[config.mk]
export PLATFORM = sky130hd
export DESIGN_NAME = dmem_responder
export DESIGN_NICKNAME = d
export VERILOG_FILES = /design/src/rtl/dmem_responder.sv
export SDC_FILE = /design/constraint.sdc
export NUM_CORES = 1
export LEC_CHECK = 0
export CORE_ASPECT_RATIO = 1.5
export CORE_MARGIN = 10
export CORE_UTILIZATION = 45
export CTS_CLUSTER_DIAMETER = 30
export DETAILED_ROUTE_END_ITERATION = 10
export PLACE_DENSITY = 0.66
export SLEW_MARGIN = 5
export SYNTH_ARGS = -nofsm -noshare
export SYNTH_HDL_FRONTEND = slang
export SYNTH_SLANG_ARGS = --single-unit
[constraint.sdc]
create_clock -name clock -period 3.68 [get_ports clock]
set_input_delay 0.552 -clock clock [delete_from_list [all_inputs] [get_ports clock]]
set_output_delay 0.552 -clock clock [all_outputs]
set_load 0.01 [all_outputs]
[src/rtl/dmem_responder.sv]
// rtl/dmem_responder.sv - data-memory responder with a forwarding store buffer
// Stores are posted into a FIFO and drained in the background; load misses take priority.
module dmem_responder #(
    parameter int DEPTH = 4
) (
    input  logic        clock,
    input  logic        reset,
    input  logic        dmem_we,
    input  logic        dmem_re,
    input  logic [31:0] alu_out,
    input  logic [31:0] dmem_wd,
    output logic [31:0] dmem_rd,
    output logic        stall,
    output logic        buffer_empty,
    output logic        mem_req,
    output logic        mem_we,
    output logic [31:0] mem_addr,
    output logic [31:0] mem_wdata,
    input  logic        mem_ack,
    input  logic [31:0] mem_rdata
);

    localparam int PW = (DEPTH > 1) ? $clog2(DEPTH) : 1;
    localparam logic [PW-1:0] PTR_ONE  = PW'(1);
    localparam logic [PW:0]   CNT_ONE  = (PW+1)'(1);
    localparam logic [PW:0]   CNT_FULL = (PW+1)'(DEPTH);

    typedef enum logic [1:0] {IDLE, WRITE, READ} state_t;

    state_t        state;
    logic [29:0]   addr_q [DEPTH];
    logic [31:0]   data_q [DEPTH];
    logic [PW-1:0] wr_ptr;
    logic [PW-1:0] rd_ptr;
    logic [PW:0]   count;

    logic          load;
    logic          hit;
    logic          load_miss;
    logic          full;
    logic          push;
    logic          pop;
    logic          read_done;
    logic [31:0]   fwd_data;
    logic [PW-1:0] idx;

    // Walk oldest to newest so the youngest matching store wins.
    always_comb begin
        hit      = 1'b0;
        fwd_data = '0;
        idx      = '0;
        for (int i = 0; i < DEPTH; i++) begin
            idx = rd_ptr + PW'(i);
            if ((i < int'(count)) && (addr_q[idx] == alu_out[31:2])) begin
                hit      = 1'b1;
                fwd_data = data_q[idx];
            end
        end
    end

    assign load         = dmem_re & ~dmem_we;
    assign load_miss    = load & ~hit;
    assign full         = (count == CNT_FULL);
    assign push         = dmem_we & ~full;
    assign pop          = (state == WRITE) & mem_ack;
    assign read_done    = (state == READ) & mem_ack;
    assign stall        = ~reset & ((dmem_we & full) | (load_miss & ~read_done));
    assign buffer_empty = (count == '0) & (state != WRITE);

    always_comb begin
        dmem_rd = '0;
        if (!reset && load) begin
            if (hit)
                dmem_rd = fwd_data;
            else if (read_done)
                dmem_rd = mem_rdata;
        end
    end

    always_ff @(posedge clock) begin
        if (push) begin
            addr_q[wr_ptr] <= alu_out[31:2];
            data_q[wr_ptr] <= dmem_wd;
        end
    end

    always_ff @(posedge clock) begin
        if (reset) begin
            state     <= IDLE;
            count     <= '0;
            wr_ptr    <= '0;
            rd_ptr    <= '0;
            mem_req   <= 1'b0;
            mem_we    <= 1'b0;
            mem_addr  <= '0;
            mem_wdata <= '0;
        end else begin
            if (push)
                wr_ptr <= wr_ptr + PTR_ONE;
            if (pop)
                rd_ptr <= rd_ptr + PTR_ONE;
            if (push && !pop)
                count <= count + CNT_ONE;
            else if (!push && pop)
                count <= count - CNT_ONE;

            case (state)
                IDLE: begin
                    if (load_miss) begin
                        state    <= READ;
                        mem_req  <= 1'b1;
                        mem_we   <= 1'b0;
                        mem_addr <= {alu_out[31:2], 2'b00};
                    end else if (count != '0) begin
                        state     <= WRITE;
                        mem_req   <= 1'b1;
                        mem_we    <= 1'b1;
                        mem_addr  <= {addr_q[rd_ptr], 2'b00};
                        mem_wdata <= data_q[rd_ptr];
                    end
                end
                WRITE: begin
                    if (mem_ack) begin
                        state   <= IDLE;
                        mem_req <= 1'b0;
                        mem_we  <= 1'b0;
                    end
                end
                READ: begin
                    if (mem_ack) begin
                        state   <= IDLE;
                        mem_req <= 1'b0;
                    end
                end
                default: begin
                    state   <= IDLE;
                    mem_req <= 1'b0;
                    mem_we  <= 1'b0;
                end
            endcase
        end
    end

endmodule

==> results of run 1 <==
==> worst min path at each step <==
| stage | from | cells after the start | slack (ns) | end |
|---|---|---|---|---|
| 4_1_cts | mem_addr[12] | 2 | 0.46 | mem_addr[12] |
| 3_3_place_gp | mem_addr[31] | 2 | 0.46 | mem_addr[31] |
| 6_report | mem_addr[12] | 2 | 0.46 | mem_addr[12] |
| 3_5_place_dp | mem_addr[22] | 2 | 0.46 | mem_addr[22] |
| 2_1_floorplan | state[1] | 2 | 0.48 | state[1] |
| 5_1_grt | mem_addr[12] | 2 | 0.48 | mem_addr[12] |
==> flip-flops by register name (all words and copies together) (netlist names), named ones only <==
signal and count:
addr_q 120, count 3, mem_req 1, wr_ptr 2, state 2, mem_addr 30
data_q 128, mem_we 1, mem_wdata 32, rd_ptr 2
==> critical path, cell delays in order (launching register included) <==
cell and delay, ns:
sky130_fd_sc_hd__dfxtp_4 0.42, sky130_fd_sc_hd__buf_12 0.16, sky130_fd_sc_hd__buf_8 0.11, sky130_fd_sc_hd__buf_4 0.10, sky130_fd_sc_hd__mux4_2 0.50, sky130_fd_sc_hd__xor2_1 0.16
sky130_fd_sc_hd__buf_4 0.15, sky130_fd_sc_hd__or4_4 0.53, sky130_fd_sc_hd__a2111oi_4 0.37, sky130_fd_sc_hd__buf_4 0.20, sky130_fd_sc_hd__nor2b_4 0.20, sky130_fd_sc_hd__a221oi_2 0.09
sky130_fd_sc_hd__o311a_1 0.32, sky130_fd_sc_hd__nor3_2 0.23, sky130_fd_sc_hd__buf_2 0.18
==> cell usage after synthesis, types with 9 or more instances <==
cell type                  count
sky130_fd_sc_hd__a21o_1       29
sky130_fd_sc_hd__a21oi_1      70
sky130_fd_sc_hd__a221oi_1     33
sky130_fd_sc_hd__buf_1        28
sky130_fd_sc_hd__buf_2        22
sky130_fd_sc_hd__clkbuf_1    101
sky130_fd_sc_hd__dfxtp_1      75
sky130_fd_sc_hd__edfxtp_1    248
sky130_fd_sc_hd__ha_1         12
sky130_fd_sc_hd__inv_1        42
sky130_fd_sc_hd__mux2_2       33
sky130_fd_sc_hd__mux2i_1     154
sky130_fd_sc_hd__mux4_2      149
sky130_fd_sc_hd__nand2_1     135
sky130_fd_sc_hd__nand2b_1     66
sky130_fd_sc_hd__nand4_1      17
sky130_fd_sc_hd__nor2_1       28
sky130_fd_sc_hd__nor3_1        9
sky130_fd_sc_hd__nor4_1       13
sky130_fd_sc_hd__o21ai_0     129
sky130_fd_sc_hd__or4b_1       32
sky130_fd_sc_hd__xnor2_1      59
sky130_fd_sc_hd__xor2_1       64
==> cells in the final DEF, fill, tap and decap left out, types with 19 or more instances in the layout <==
cell type / instances
sky130_fd_sc_hd__nand2b_1: 65
sky130_fd_sc_hd__a21oi_1: 47
sky130_fd_sc_hd__a21o_1: 29
sky130_fd_sc_hd__inv_1: 42
sky130_fd_sc_hd__mux2i_1: 143
sky130_fd_sc_hd__mux4_2: 149
sky130_fd_sc_hd__buf_2: 30
sky130_fd_sc_hd__clkdlybuf4s50_1: 162
sky130_fd_sc_hd__a221oi_2: 22
sky130_fd_sc_hd__clkbuf_16: 62
sky130_fd_sc_hd__xnor2_1: 59
sky130_fd_sc_hd__buf_12: 32
sky130_fd_sc_hd__nor2_1: 26
sky130_fd_sc_hd__mux2_2: 33
sky130_fd_sc_hd__o21ai_1: 41
sky130_fd_sc_hd__nand2_1: 135
sky130_fd_sc_hd__a21oi_2: 19
sky130_fd_sc_hd__xor2_1: 60
sky130_fd_sc_hd__edfxtp_1: 248
sky130_fd_sc_hd__buf_4: 306
sky130_fd_sc_hd__dfxtp_1: 71
sky130_fd_sc_hd__o21ai_0: 74
==> logic make-up after synthesis <==
logic type	count (synthesis)
adders and majority gates	12
other	1
muxes	336
and+or+nand+nor	328
AOI/OAI and AO/OA	307
DFF	323
buffers and inverters	203
xor gates and xnor gates	123
==> per-stage QoR <==
stage | utilization [%] | setup slack (ns) | instance area [um2] | std cells | hold WS (ns)
after global placement | 56.48 | -1.121 | 24780 | 2567 | 0.4587
after CTS | 63.48 | -1.233 | 27850 | 2715 | 0.4594
after detailed placement | 56.48 | -1.191 | 24780 | 2567 | 0.4613
final | 63.96 | -1.203 | 28060 | 2726 | 0.4641
after global routing | 63.95 | -1.303 | 28050 | 2724 | 0.4765
after floorplan | - | -0.004739 | 20050 | 1634 | 0.4796
==> routing by layer <==
layer | vias up | part of all wire (%) | GRT usage [%]
met4 | 0 | 5.1 | 12.31
met1 | 7974 | 35 | 26.46
met5 | - | 0 | 0
li1 | 7211 | - | -
met3 | 169 | 6.7 | 4.069
met2 | 656 | 53 | 44.57
==> power breakdown <==
part           leakage [nW]  internal, mW  switching (mW)  total, mW
Clock                  1.03          3.44            2.20       5.63
Sequential             2.89          4.59           0.337       4.92
Combinational          5.98          3.30            3.42       6.73
Total                  9.90          11.3            5.96       17.3
==> area by class of cell <==
cell class / instances / area [um2] / area share (%)
well taps: 576 / 720.7 / 2.569
clock inverters: 50 / 575.6 / 2.051
repair buffers: 562 / 5284 / 18.83
multi-input cells: 1108 / 10800 / 38.48
inverters: 42 / 157.7 / 0.5619
diodes: 2 / 5.005 / 0.01784
flip-flops and latches: 323 / 8964 / 31.95
clock buffers: 63 / 1555 / 5.543
==> timing repair <==
action,CTS,global route
resized for setup,260,62
buffers inserted,28,9
cloned,9,0
pin swaps,47,12
hold endpoints to repair,0,0
endpoints found under the setup margin,99,99
==> reports/summary.json, run 1 <==
{
  "floorplan": {
    "die_height_um": 277.8,
    "fp.coreArea_um2": 43870,
    "floorplan.die.width_um": 191.9,
    "floorplan.initialDensity_pct": 45.46,
    "die_area_um2": 53310,
    "placementRows": 94,
    "boundaryPins": 201
  },
  "synthesis": {
    "synth_top_cells_by_area": "sky130_fd_sc_hd__edfxtp_1, sky130_fd_sc_hd__mux4_2, sky130_fd_sc_hd__mux2i_1",
    "post_synth_xor_area_fraction_pct": 5.402,
    "ys_types": 60,
    "synth_compound_gate_area_share_pct": 9.531,
    "syn_avg_cell_area_um2": 12.21,
    "synth.area.mux_share_pct": 26.42,
    "synth_top_cell_area_share_pct": 37.34,
    "seq_area_frac_synth_pct": 44.87,
    "synth_area_leader_cell": "sky130_fd_sc_hd__edfxtp_1",
    "synthesis.instances": 1633,
    "post_synth_and_or_nand_nor_area_fraction_pct": 8.815,
    "yosys_most_used_dff": "sky130_fd_sc_hd__edfxtp_1",
    "synth_edf_count": 248,
    "syn-cell-area_um2": 19940,
    "combinational_family_with_the_most_area_after_synthesis": "multiplexers",
    "ys_ff_latch": 323,
    "synth.yosys.warnings": 0,
    "synth_adder_area_share_pct": 0.7529,
    "async_flop_share_pct": 0
  },
  "global_routing": {
    "number_of_antenna_violations_at_the_first_check_in_global_routing": 1,
    "gr-usage-all-layers_pct": 24.46,
    "grt_start_max_net_pins": 97,
    "globalRoute.totalOverflow": 0,
    "wire_length_of_the_first_global_routing_pass_um": 99710,
    "grt_pass1_vias": 16630
  },
  "pwr": {
    "irDropWorstVdd_v": 0.0004294,
    "power_density_nw_per_um2": 615.9,
    "total_leakage_power_nw": 9.903,
    "report.power.total_mw": 17.28
  },
  "clock_tree": {
    "ctsLongestPathBuffers": 3,
    "cts_hold_buf": 0,
    "clock_tree.root_cell": "sky130_fd_sc_hd__clkbuf_16",
    "tritoncts_num_sinks": 323,
    "cts_tree": "built",
    "cts.clk_slew.worst_paths_ns": 0.05,
    "cts_buffer_count": 60,
    "cts_max_level": 2,
    "clock_latency_ns": 0.60
  },
  "cells_and_area": {
    "finalNetCount": 2210,
    "fillerInstances": 3300,
    "post_route_cells_drive_above_1_share_pct": 38.08,
    "layout-area-overhead-vs-synth_pct": 40.70
  },
  "run_status": {
    "violations": "setup timing",
    "status": "complete, but fails checks"
  },
  "setup_path": {
    "highest_fanout_seen_on_the_critical_path": 5,
    "worstRegToRegCells": 21,
    "critPathLaunchType": "flip-flop",
    "critical_path_arrival_ns": 4.33,
    "worst_path_required_time_ns": 3.13,
    "timing_worst_setup_path_type": "flip-flop to output port",
    "worst_r2r_endpoint": "mem_addr[2]",
    "cp-end-kind": "output port",
    "setup_slack_on_the_worst_flop_to_flop_path_ns": -0.69,
    "setup.worst_path.end": "dmem_rd[31]"
  },
  "routing": {
    "detailroute.via_count": 16010,
    "drt_iter0_drc": 985,
    "vias_per_cell": 5.873,
    "drcViolationCount": 0,
    "drt_pre_antenna_iters": 7,
    "finalWirelength_um": 66740,
    "routedWlPerCell_um": 24.48,
    "postRouteAntennaNets": 0
  },
  "timing": {
    "finalSetupTns_ns": -72.19,
    "timing.max_slew.rel_slack_pct": 25.61,
    "timing.final.ws_setup_ns": -1.203,
    "slew_viol_final": 0,
    "layout_min_cycle_time_ns": 4.883,
    "setup_repair_after_global_routing_missed_its_margin": "true",
    "final_hold_viol_count": 0,
    "fmax_mhz": 204.8,
    "finalClockSkew_ns": 0.02577,
    "setup_viol_count_final": 99,
    "timing_worst_slew_pin_value_ns": 1.116,
    "period_share_pct": 132.7
  },
  "placement": {
    "dp.final_hpwl_um": 45040,
    "io_buffers": 196,
    "rd_place_congestion": 0.9348
  },
  "run": {
    "maxCapViolations": 0
  },
  "hold_path": {
    "timing.hold.worst.class": "flip-flop to flip-flop"
  }
}
Note: power is estimated with default switching activity, not from simulation.
==> run 2: changes to the inputs <==
- DONT_BUFFER_PORTS: unset -> 1
- PLACE_DENSITY: 0.66 -> 0.6
- SETUP_SLACK_MARGIN: unset -> 0.15
==> run 2 against run 1 <==
Against the previous run: the flow still finishes with violations (setup timing); hold slack worse by 0.44 ns; combinational power down 12%; non-clock buffer count fell by 258; critical path type unchanged; critical endpoint is now dmem_rd[0]; worst setup slack better by 0.23 ns; count of clock-buffer cells in the layout decreased by 1; sequential share of layout area rose by 2.4 points; clock skew grew 0.021 ns; highest routed layer unchanged.
==> reports/summary.json, run 2 (synthesis results as in run 1) <==
{
  "run_status": {
    "status": "complete, but fails checks",
    "violations": "setup timing"
  },
  "floorplan": {
    "floorplan.initialDensity": {"value": 45.46, "unit": "%", "change": "unchanged"},
    "fp.coreArea": {"value": 43870, "unit": "um2", "change": "unchanged"},
    "boundaryPins": {"value": 201, "change": "unchanged"},
    "die_area": {"value": 53310, "unit": "um2", "change": "unchanged"},
    "placementRows": {"value": 94, "change": "unchanged"},
    "die_height": {"value": 277.8, "unit": "um", "change": "unchanged"},
    "floorplan.die.width": {"value": 191.9, "unit": "um", "change": "unchanged"}
  },
  "setup_path": {
    "critical_path_arrival": {"value": 4.10, "unit": "ns", "change": "-0.23 ns"},
    "worst_path_required_time": {"value": 3.13, "unit": "ns", "change": "about the same"},
    "critPathLaunchType": "flip-flop",
    "timing_worst_setup_path_type": "flip-flop to output port",
    "highest_fanout_seen_on_the_critical_path": {"value": 8, "change": "+3"},
    "cp-end-kind": "output port",
    "worstRegToRegCells": {"value": 19, "change": "-9.5%"}
  },
  "pwr": {
    "irDropWorstVdd": {"value": 0.0004166, "unit": "V", "change": "-3.0%"},
    "report.power.total": {"value": 16.73, "unit": "mW", "change": "-3.2%"},
    "total_leakage_power": {"value": 8.924, "unit": "nW", "change": "-9.9%"},
    "power_density": {"value": 641.7, "unit": "nW/um2", "change": "+4.2%"}
  },
  "timing": {
    "timing_worst_slew_pin_value": {"value": 0.9387, "unit": "ns", "change": "-0.1772 ns"},
    "final_hold_viol_count": {"value": 0, "change": "unchanged"},
    "slew_viol_final": {"value": 0, "change": "unchanged"},
    "timing.final.ws_setup": {"value": -0.9686, "unit": "ns", "change": "+0.2348 ns"},
    "fmax": {"value": 215.1, "unit": "MHz", "change": "+5.1%"},
    "period_share": {"value": 126.3, "unit": "%", "change": "-6.4 points"},
    "timing.max_slew.rel_slack": {"value": 37.42, "unit": "%", "change": "+12 points"},
    "setup_viol_count_final": {"value": 99, "change": "unchanged"},
    "setup_repair_after_global_routing_missed_its_margin": "true",
    "layout_min_cycle_time": {"value": 4.649, "unit": "ns", "change": "-0.2348 ns"},
    "worst_hold_slack": {"value": 0.02793, "unit": "ns", "change": "-0.4362 ns"},
    "finalClockSkew": {"value": 0.04680, "unit": "ns", "change": "+0.02103 ns"}
  },
  "routing": {
    "vias_per_cell": {"value": 6.051, "change": "+3.0%"},
    "routedWlPerCell": {"value": 26.62, "unit": "um", "change": "+8.7%"},
    "drcViolationCount": {"value": 0, "change": "unchanged"},
    "drt_pre_antenna_iters": {"value": 5, "change": "-2"},
    "postRouteAntennaNets": {"value": 0, "change": "unchanged"},
    "finalWirelength": {"value": 65710, "unit": "um", "change": "-1.5%"},
    "detailroute.via_count": {"value": 14930, "change": "-6.7%"},
    "drt_iter0_drc": {"value": 964, "change": "-2.1%"}
  },
  "run": {
    "maxCapViolations": {"value": 0, "change": "unchanged"}
  },
  "cells_and_area": {
    "layout-area-overhead-vs-synth_pct": 30.71,
    "fillerInstances": {"value": 3453, "change": "+4.6%"},
    "most-common-layout-cells": "sky130_fd_sc_hd__edfxtp_1, sky130_fd_sc_hd__buf_4, sky130_fd_sc_hd__mux4_2, sky130_fd_sc_hd__mux2i_1, sky130_fd_sc_hd__nand2_1",
    "post_route_cells_drive_above_1_share": {"value": 39.93, "unit": "%", "change": "+1.8 points"},
    "finalNetCount": {"value": 1952, "change": "-12%"},
    "layout_top_registers": "data_q (128), addr_q (120), mem_wdata (32)",
    "register_bank_with_the_most_flops": "data_q",
    "leading_cell_type_in_the_layout_fill_and_taps_excluded": "sky130_fd_sc_hd__edfxtp_1",
    "number_of_flip_flops_in_the_largest_register": {"value": 128, "change": "unchanged"}
  },
  "clock_tree": {
    "clock_tree.root_cell": "sky130_fd_sc_hd__clkbuf_16",
    "clock_latency": {"value": 0.62, "unit": "ns", "change": "+0.02 ns"},
    "ctsLongestPathBuffers": {"value": 3, "change": "unchanged"},
    "cts_buffer_count": {"value": 60, "change": "unchanged"},
    "cts_max_level": {"value": 2, "change": "unchanged"},
    "cts.clk_slew.worst_paths": {"value": 0.06, "unit": "ns", "change": "about the same"},
    "tritoncts_num_sinks": {"value": 323, "change": "unchanged"},
    "cts_tree": "built"
  },
  "global_routing": {
    "wire_length_of_the_first_global_routing_pass": {"value": 96300, "unit": "um", "change": "-3.4%"},
    "grt_pass1_vias": {"value": 15320, "change": "-7.9%"},
    "globalRoute.totalOverflow": {"value": 0, "change": "unchanged"},
    "gr-usage-all-layers": {"value": 24.09, "unit": "%", "change": "-0.37 points"},
    "number_of_antenna_violations_at_the_first_check_in_global_routing": {"value": 1, "change": "unchanged"},
    "grt_start_max_net_pins": {"value": 108, "change": "+11%"}
  },
  "placement": {
    "io_buffers": {"value": 0, "change": "-100%"},
    "dp.final_hpwl": {"value": 44810, "unit": "um", "change": "-0.52%"},
    "rd_place_congestion": {"value": 0.9284, "change": "-0.68%"}
  },
  "hold_path": {
    "timing.hold.worst.class": "input pin to flip-flop",
    "hold_path_startpoint": "alu_out[23]",
    "hold_path_depth": {"value": 0, "change": "-2"}
  }
}
-- run 2: cell count changes in the layout (fill, tap and decap cells not counted), moves of 6 or more --
cell                              before  now
sky130_fd_sc_hd__o21ai_1              41   31
sky130_fd_sc_hd__a21oi_1              47   32
sky130_fd_sc_hd__o21ai_2              13   25
sky130_fd_sc_hd__a21oi_2              19   36
sky130_fd_sc_hd__clkdlybuf4s50_1     162    0
sky130_fd_sc_hd__buf_2                30    0
sky130_fd_sc_hd__nand2_1             135  129
sky130_fd_sc_hd__clkinv_4              2   13
sky130_fd_sc_hd__buf_12               32   43
sky130_fd_sc_hd__buf_4               306  226
-- run 2: routing by layer --
layer  up-vias  part of all wire, %  GRT usage (%)  wire, um
met5         -                    0              0         0
met4         0                  6.2          14.18      4074
met2       524                   53          42.77     34620
met1      7569                   34          25.00     22410
li1       6671                    -              -         -
met3       169                  7.0          5.941      4596
-- run 2: per-stage QoR --
stage          util (%)  setup WS [ns]  setup TNS, ns  cells  cell area, um2
2_1_floorplan         -         0.1113              0   1634           20140
3_3_place_gp      51.17        -0.4375         -20.83   2301           22450
3_5_place_dp      51.17        -0.4612         -22.57   2301           22450
4_1_cts           58.67        -0.9820         -49.52   2457           25740
5_1_grt           59.41         -1.103         -69.70   2468           26070
6_report          59.41        -0.9686         -56.10   2468           26070
-- run 2: final timing paths --
check | end | slack, ns
min | addr_q[2][21] | 0.03
min reg2reg | mem_addr[20] | 0.51
max | dmem_rd[0] | -0.97
max reg2reg | mem_wdata[1] | -0.48
-- run 2: critical path, cell delays in order, from the launching register on --
cell	delay (ns)
sky130_fd_sc_hd__dfxtp_4	0.35
sky130_fd_sc_hd__buf_12	0.15
sky130_fd_sc_hd__mux4_2	0.53
sky130_fd_sc_hd__xor2_1	0.16
sky130_fd_sc_hd__buf_4	0.15
sky130_fd_sc_hd__nor4_2	0.26
sky130_fd_sc_hd__buf_4	0.16
sky130_fd_sc_hd__nand4_1	0.13
sky130_fd_sc_hd__buf_6	0.17
sky130_fd_sc_hd__a2111oi_4	0.34
sky130_fd_sc_hd__buf_6	0.19
sky130_fd_sc_hd__nor2b_4	0.19
sky130_fd_sc_hd__a221oi_2	0.08
sky130_fd_sc_hd__o311a_1	0.31
sky130_fd_sc_hd__nor3_2	0.17
sky130_fd_sc_hd__buf_4	0.16
-- run 2: final cells by class --
cell class | instances | area [um2] | area share, %
Multi-Input combinational cell | 1108 | 10890 | 41.77
Clock inverter | 52 | 630.6 | 2.419
Clock buffer | 62 | 1509 | 5.789
Antenna cell | 1 | 2.502 | 0.009601
Inverter | 42 | 157.7 | 0.6048
Tap cell | 576 | 720.7 | 2.765
Sequential cell | 323 | 8964 | 34.39
Timing Repair Buffer | 304 | 3194 | 12.26
-- run 2: what timing repair did --
item                                    CTS  global route
hold endpoints to repair                  2             0
pin swaps                                51            32
endpoints found under the setup margin   99            99
gates cloned                             12             1
buffers inserted                         29             9
hold buffers                              1             0
resized for setup                       157            69
-- run 2: where the power goes --
part	internal, mW	switching [mW]	leakage (nW)
registers	4.59	0.574	2.89
clock network	3.48	2.17	1.02
logic	2.87	3.04	5.01
total	10.9	5.79	8.92
